`config.mk`:
```
export PLATFORM = sky130hd
export DESIGN_NAME = apb_master_bridge_flat
export DESIGN_NICKNAME = d
export VERILOG_FILES = /design/src/rtl/apb_master_bridge_if.sv /design/src/rtl/apb_master_bridge.sv /design/src/flat_wrapper.sv
export SDC_FILE = /design/constraint.sdc
export NUM_CORES = 1
export LEC_CHECK = 0
export BUFFER_PORTS_ARGS = -buffer_cell sky130_fd_sc_hd__buf_2
export CORE_UTILIZATION = 39
export DETAILED_ROUTE_END_ITERATION = 10
export PLACE_DENSITY_LB_ADDON = 0.05
export SYNTH_ARGS = -nofsm -noshare
export SYNTH_HDL_FRONTEND = slang
export SYNTH_SLANG_ARGS = --single-unit
```
`constraint.sdc`:
```
create_clock -name pclk -period 1.4 [get_ports pclk]
set_input_delay 0.35 -clock pclk [delete_from_list [all_inputs] [get_ports pclk]]
set_output_delay 0.35 -clock pclk [all_outputs]
set_load 0.005 [all_outputs]
```
`src/rtl/apb_master_bridge_if.sv`:
```
// Request-side and two-slave APB bus signals of apb_master_bridge, bundled for port use.
// master = bridge view, slave = requester/slave-model view.
interface apb_master_bridge_if #(
    parameter int AW = 9,
    parameter int DW = 8
);
    logic          transfer;
    logic          READ_WRITE;
    logic [AW-1:0] apb_read_paddr;
    logic [AW-1:0] apb_write_paddr;
    logic [DW-1:0] apb_write_data;
    logic [DW-1:0] apb_read_data_out;
    logic          psel1;
    logic          psel2;
    logic          penable;
    logic          pwrite;
    logic [AW-1:0] paddr;
    logic [DW-1:0] pwdata;
    logic          pready1;
    logic          pready2;
    logic [DW-1:0] prdata1;
    logic [DW-1:0] prdata2;
    logic          pslverr_out;

    modport master (
        input  transfer, READ_WRITE, apb_read_paddr, apb_write_paddr, apb_write_data,
        input  pready1, pready2, prdata1, prdata2,
        output apb_read_data_out, psel1, psel2, penable, pwrite, paddr, pwdata, pslverr_out
    );

    modport slave (
        output transfer, READ_WRITE, apb_read_paddr, apb_write_paddr, apb_write_data,
        output pready1, pready2, prdata1, prdata2,
        input  apb_read_data_out, psel1, psel2, penable, pwrite, paddr, pwdata, pslverr_out
    );
endinterface

```
`src/rtl/apb_master_bridge.sv`:
```
// APB master bridge: IDLE/SETUP/ACCESS FSM driving two slaves decoded by paddr MSB.
// Optional ACCESS wait timeout with pslverr_out pulse when APB_TIMEOUT_EN is defined.
module apb_master_bridge #(
    parameter int          AW       = 9,
    parameter int          DW       = 8,
    parameter int unsigned MAX_WAIT = 15
) (
    input logic                 pclk,
    input logic                 preset,
    apb_master_bridge_if.master bus
);
    typedef enum logic [1:0] {IDLE, SETUP, ACCESS} state_e;

    if (MAX_WAIT < 1) begin : g_bad_max_wait
        $error("MAX_WAIT must be at least 1");
    end

    state_e        state_q, state_d;
    logic [AW-1:0] paddr_q, paddr_d;
    logic          pwrite_q, pwrite_d;
    logic [DW-1:0] pwdata_q, pwdata_d;
    logic [DW-1:0] rdata_q, rdata_d;
    logic          psel1_q, psel1_d;
    logic          psel2_q, psel2_d;
    logic          penable_q, penable_d;
    logic          pslverr_q, pslverr_d;
    logic          pready_sel;
    logic [DW-1:0] prdata_sel;
    logic          capture;
    logic          timeout;

    always_comb begin
        pready_sel = paddr_q[AW-1] ? bus.pready2 : bus.pready1;
        prdata_sel = paddr_q[AW-1] ? bus.prdata2 : bus.prdata1;
    end

`ifdef APB_TIMEOUT_EN
    localparam int unsigned CW = (MAX_WAIT > 1) ? $clog2(MAX_WAIT + 1) : 1;

    logic [CW-1:0] wait_cnt_q, wait_cnt_d;

    // Fires on the wait cycle whose increment would make the count reach MAX_WAIT.
    always_comb begin
        timeout    = (state_q == ACCESS) && !pready_sel &&
                     ((32'(wait_cnt_q) + 32'd1) == MAX_WAIT);
        wait_cnt_d = wait_cnt_q;
        if (state_q == SETUP) begin
            wait_cnt_d = '0;
        end else if ((state_q == ACCESS) && !pready_sel) begin
            wait_cnt_d = wait_cnt_q + 1'b1;
        end
    end

    always_ff @(posedge pclk) begin
        if (preset) begin
            wait_cnt_q <= '0;
        end else begin
            wait_cnt_q <= wait_cnt_d;
        end
    end
`else
    always_comb begin
        timeout = 1'b0;
    end
`endif

    always_comb begin
        state_d   = state_q;
        paddr_d   = paddr_q;
        pwrite_d  = pwrite_q;
        pwdata_d  = pwdata_q;
        rdata_d   = rdata_q;
        pslverr_d = 1'b0;
        capture   = 1'b0;

        case (state_q)
            IDLE: begin
                capture = bus.transfer;
            end
            SETUP: begin
                state_d = ACCESS;
            end
            ACCESS: begin
                if (timeout) begin
                    state_d   = IDLE;
                    pslverr_d = 1'b1;
                end else if (pready_sel) begin
                    if (!pwrite_q) begin
                        rdata_d = prdata_sel;
                    end
                    state_d = IDLE;
                    capture = bus.transfer;
                end
            end
            default: begin
                state_d = IDLE;
            end
        endcase

        if (capture) begin
            state_d  = SETUP;
            paddr_d  = bus.READ_WRITE ? bus.apb_read_paddr : bus.apb_write_paddr;
            pwrite_d = ~bus.READ_WRITE;
            if (!bus.READ_WRITE) begin
                pwdata_d = bus.apb_write_data;
            end
        end

        // Selects are decoded from next-state values so they stay registered outputs.
        psel1_d   = (state_d != IDLE) && !paddr_d[AW-1];
        psel2_d   = (state_d != IDLE) && paddr_d[AW-1];
        penable_d = (state_d == ACCESS);
    end

    always_ff @(posedge pclk) begin
        if (preset) begin
            state_q   <= IDLE;
            paddr_q   <= '0;
            pwrite_q  <= 1'b0;
            pwdata_q  <= '0;
            rdata_q   <= '0;
            psel1_q   <= 1'b0;
            psel2_q   <= 1'b0;
            penable_q <= 1'b0;
            pslverr_q <= 1'b0;
        end else begin
            state_q   <= state_d;
            paddr_q   <= paddr_d;
            pwrite_q  <= pwrite_d;
            pwdata_q  <= pwdata_d;
            rdata_q   <= rdata_d;
            psel1_q   <= psel1_d;
            psel2_q   <= psel2_d;
            penable_q <= penable_d;
            pslverr_q <= pslverr_d;
        end
    end

    assign bus.apb_read_data_out = rdata_q;
    assign bus.psel1             = psel1_q;
    assign bus.psel2             = psel2_q;
    assign bus.penable           = penable_q;
    assign bus.pwrite            = pwrite_q;
    assign bus.paddr             = paddr_q;
    assign bus.pwdata            = pwdata_q;
    assign bus.pslverr_out       = pslverr_q;
endmodule

```
`src/flat_wrapper.sv`:
```
// flat-port wrapper written by rule: the top's interface ports become plain ports
module apb_master_bridge_flat 
#(
    parameter int          AW       = 9,
    parameter int          DW       = 8,
    parameter int unsigned MAX_WAIT = 15
)
  (pclk, preset, bus_transfer, bus_READ_WRITE, bus_apb_read_paddr, bus_apb_write_paddr, bus_apb_write_data, bus_pready1, bus_pready2, bus_prdata1, bus_prdata2, bus_apb_read_data_out, bus_psel1, bus_psel2, bus_penable, bus_pwrite, bus_paddr, bus_pwdata, bus_pslverr_out);
  apb_master_bridge_if #(.AW(AW), .DW(DW)) bus_i ();
  input logic pclk;
  input logic preset;
  input wire logic [$bits(bus_i.transfer)-1:0] bus_transfer;
  input wire logic [$bits(bus_i.READ_WRITE)-1:0] bus_READ_WRITE;
  input wire logic [$bits(bus_i.apb_read_paddr)-1:0] bus_apb_read_paddr;
  input wire logic [$bits(bus_i.apb_write_paddr)-1:0] bus_apb_write_paddr;
  input wire logic [$bits(bus_i.apb_write_data)-1:0] bus_apb_write_data;
  input wire logic [$bits(bus_i.pready1)-1:0] bus_pready1;
  input wire logic [$bits(bus_i.pready2)-1:0] bus_pready2;
  input wire logic [$bits(bus_i.prdata1)-1:0] bus_prdata1;
  input wire logic [$bits(bus_i.prdata2)-1:0] bus_prdata2;
  output wire logic [$bits(bus_i.apb_read_data_out)-1:0] bus_apb_read_data_out;
  output wire logic [$bits(bus_i.psel1)-1:0] bus_psel1;
  output wire logic [$bits(bus_i.psel2)-1:0] bus_psel2;
  output wire logic [$bits(bus_i.penable)-1:0] bus_penable;
  output wire logic [$bits(bus_i.pwrite)-1:0] bus_pwrite;
  output wire logic [$bits(bus_i.paddr)-1:0] bus_paddr;
  output wire logic [$bits(bus_i.pwdata)-1:0] bus_pwdata;
  output wire logic [$bits(bus_i.pslverr_out)-1:0] bus_pslverr_out;
  assign bus_i.transfer = bus_transfer;
  assign bus_i.READ_WRITE = bus_READ_WRITE;
  assign bus_i.apb_read_paddr = bus_apb_read_paddr;
  assign bus_i.apb_write_paddr = bus_apb_write_paddr;
  assign bus_i.apb_write_data = bus_apb_write_data;
  assign bus_i.pready1 = bus_pready1;
  assign bus_i.pready2 = bus_pready2;
  assign bus_i.prdata1 = bus_prdata1;
  assign bus_i.prdata2 = bus_prdata2;
  assign bus_apb_read_data_out = bus_i.apb_read_data_out;
  assign bus_psel1 = bus_i.psel1;
  assign bus_psel2 = bus_i.psel2;
  assign bus_penable = bus_i.penable;
  assign bus_pwrite = bus_i.pwrite;
  assign bus_paddr = bus_i.paddr;
  assign bus_pwdata = bus_i.pwdata;
  assign bus_pslverr_out = bus_i.pslverr_out;
  apb_master_bridge #(.AW(AW), .DW(DW), .MAX_WAIT(MAX_WAIT)) u_core (.pclk(pclk), .preset(preset), .bus(bus_i));
endmodule
```
==> metrics.md <==
| Metric | Value |
|---|---|
| Largest net degree at the start of global routing | 20 |
| WL/cell | around 12 um |
| Fmax | 0.753 GHz |
| Leakage | between 0.9 and 1 nW |
| Sink Count | 31 |
| Crit end category | flip-flop |
| Ys async rst share | 0 |
| Clock Tree Buf Depth | 2 |
| GRT Total Usage | 0.187 |
| Startpoint Class | flip-flop |
| Met2 Resource Use GR | 0.312 |
| Initial Util | 0.416 |
| CP Cell Sequence | mux2i_4, nor3_2, a211oi_1 |
| Final setup violation count | 0 |
| Slowest cell delay on critical path | between 0.4 and 0.5 ns |
| Gpl congestion | between 0.7 and 0.8 |
| Max cap viols | 0 |
| Die Area | between 3000 and 4000 um2 |
| Grt ovf | 0 |
| Worst slew pin tran | ~0.5 ns |
| Dpl hpwl | about 2.6 mm |
| Distinct cells, synth | 27 |
| Layout area overhead | 40.9% |
| Netlist Area Pre-Place | 1420 um2 |
| DIE HEIGHT | between 60 and 70 um |
| Ant diodes | 0 |
| First-pass GRT wire length | slightly below 6 mm |
| Core Rows | 21 |
| Ratio of cells with drive above 1 in the final layout | 0.462 |
| Min Tclk post-route | about 1.3 ns |
| Met3 Use GR | 0.0785 |
| Ys flop type | dfxtp_1 |
| Clk slew on worst S/H paths | 0.10 ns |
| Antenna violations before repair | 0 |
| Post-Route WL | about 3.4 mm |
| Hold slack | 0.262 ns |
| Slowest-stage cell, CP | nor3_2 |
| Vias in the first global route | approximately 1,300 |
| Clock skew | between 0.005 and 0.006 ns |
| Final period util | 0.948 |
| P per Cell Area | between 900 and 1000 nW/um2 |
| Worst Path Class, Setup | flip-flop to flip-flop |
| Core Area | around 3400 um2 |
| Status | completed |
| Vias per inst | between 4 and 5 |
| Final setup TNS | 0 ns |
| TritonCTS Buffers | 5 |
| Slew headroom | 0.660 |
| Post-synthesis cell count | roughly 150 |
| Sequential area share after synthesis | 0.437 |
| Worst EP arrival | between 1.5 and 2 ns |
| Share of the synthesized area in the top cell type | 0.437 |
| Warnings from Yosys | 0 |
| Post-synth top area cell | dfxtp_1 |
| Max-slew violation count | 0 |
| Worst Hold Class | input port to flip-flop |
| # DRC | 0 |
| DRT Pass-1 Iters | 4 |
| H-tree depth | 2 |
| Die X | just over 60 um |
| RSZ-0062 raised after global routing | false |
| Syn nets | about 200 |
| Final hold viol count | 0 |
| Initial drt markers | 56 |
| Antenna Nets Post-Route | 0 |
| Top-count cell post-synth | dfxtp_1 |
| GR peak layer | met2 |
| Worst-path fanout max | 8 |
| FF+latch count, synth | 31 |
| Worst Path Required | 1.59 ns |
| Most area-consuming cells after synthesis | dfxtp_1 (44%), mux2i_1 (13%), a211oi_1 (11%) |
| Root buffer cell | clkbuf_4 |
| Peak supply drop | 0.000756 V |
| Vias | 1,391 |
| Global Route met1 Usage | 0.221 |
| Layout Nets | around 280 |
| Final core occ | 0.586 |
| I/O pins | 78 |
| Most frequent cells after synthesis | dfxtp_1 (31), a211oi_1 (21), mux2i_1 (18) |
| Syn Area/Cell | just under 10 um2 |
| Post-synth EDFFs | 0 |
| Post-CTS Hold Fix Bufs | 0 |
| Port Buffer Count | 76 |
| Worst-Skew Late Latency | approximately 0.32 ns |
| CTS tree | done |
## cell usage in the layout (no fill, tap or decap), drive strengths merged
cell    netlist  final
o21ai         3      3
dfxtp        31     31
conb          1      1
nor3          1      1
nand2b        3      3
nor3b         1      1
o21a          1      1
buf           4     89
clkinv        1      2
o22a          1      1
a21oi         9      9
a211oi       22     22
nor2          4      4
nor2b         2      2
o211a         3      3
mux2i        19     19
mux2          8      8
nand2        16     16
clkbuf        5      6
o211ai        3      3
inv           7      7
a22o          2      2
## what timing repair did
| item | CTS | global route |
|---|---|---|
| setup buffers | 0 | 0 |
| gates resized for setup | 2 | 2 |
| pin swaps | 0 | 2 |
| setup endpoints to repair | 8 | 4 |
## worst paths after layout
kind / startpoint / end / slack (ns) / cells after the start
worst max register to register: u_core.bus.paddr[8] / u_core.bus.apb_read_data_out[5] / 0.07 / 3
worst min register to register: u_core.bus.paddr[3] / u_core.bus.paddr[3] / 0.46 / 2
worst max-delay path: u_core.bus.paddr[8] / u_core.bus.apb_read_data_out[5] / 0.07 / 3
worst min-delay path: bus_apb_write_data[5] / u_core.bus.pwdata[5] / 0.26 / 3
## metrics by stage
stage	std cells	instance area (um2)	total power, mW	setup slack [ns]
6_report	280	2000	1.92	0.0724
5_1_grt	280	2000	2.03	0.0106
4_1_cts	281	2000	1.93	0.0377
3_5_place_dp	274	1940	1.41	-0.189
3_3_place_gp	274	1940	1.40	-0.114
2_1_floorplan	147	1420	1.21	0.00462
## state kept, by name, summed over array words and instances, names as in the netlist
register,count
u_core.bus.apb_read_data_out,8
u_core.bus.paddr,9
u_core.bus.penable,1
u_core.bus.psel1,1
u_core.bus.psel2,1
u_core.bus.pwdata,8
u_core.bus.pwrite,1
u_core.state_q,2
## worst max-delay path, delay by kind of cell, from the launching register on
kind	cells	cell delay [ns]
DFF	1	0.37
and+or+nand+nor	1	0.46
AOI/OAI and AO/OA	1	0.14
muxes	1	0.22
## layout make-up
cell class	count	area (um2)
clock buffer	6	51.3
clock inverter	1	5.00
fill	336	1410
inverter	8	30.0
multi-input combinational	99	744
sequential	31	624
tap	46	57.6
timing repair buffer	89	490
## report_power, final
part	internal [mW]	switching [mW]	total, mW
registers	0.939	0.0315	0.971
clock network	0.232	0.291	0.523
logic	0.223	0.199	0.422
total	1.39	0.522	1.92
## logic make-up (layout without fill, tap and decap cells)
| logic type | after synthesis | count (layout) | synth area share |
|---|---|---|---|
| simple gates | 27 | 27 | 0.0836 |
| compound gates | 44 | 44 | 0.228 |
| mux | 27 | 27 | 0.200 |
| flops | 31 | 31 | 0.437 |
| buf+inv | 17 | 104 | 0.0493 |
| other cells | 1 | 1 | 0.00264 |
## per-layer routing
metal | vias up | part of all wire | wire length [um]
li1 | 705 | - | -
met1 | 624 | 0.44 | 1480
met2 | 58 | 0.48 | 1620
met3 | 4 | 0.079 | 267
met4 | 0 | 0.0077 | 26
met5 | - | 0 | 0
Power figures use the tool's default switching activity.
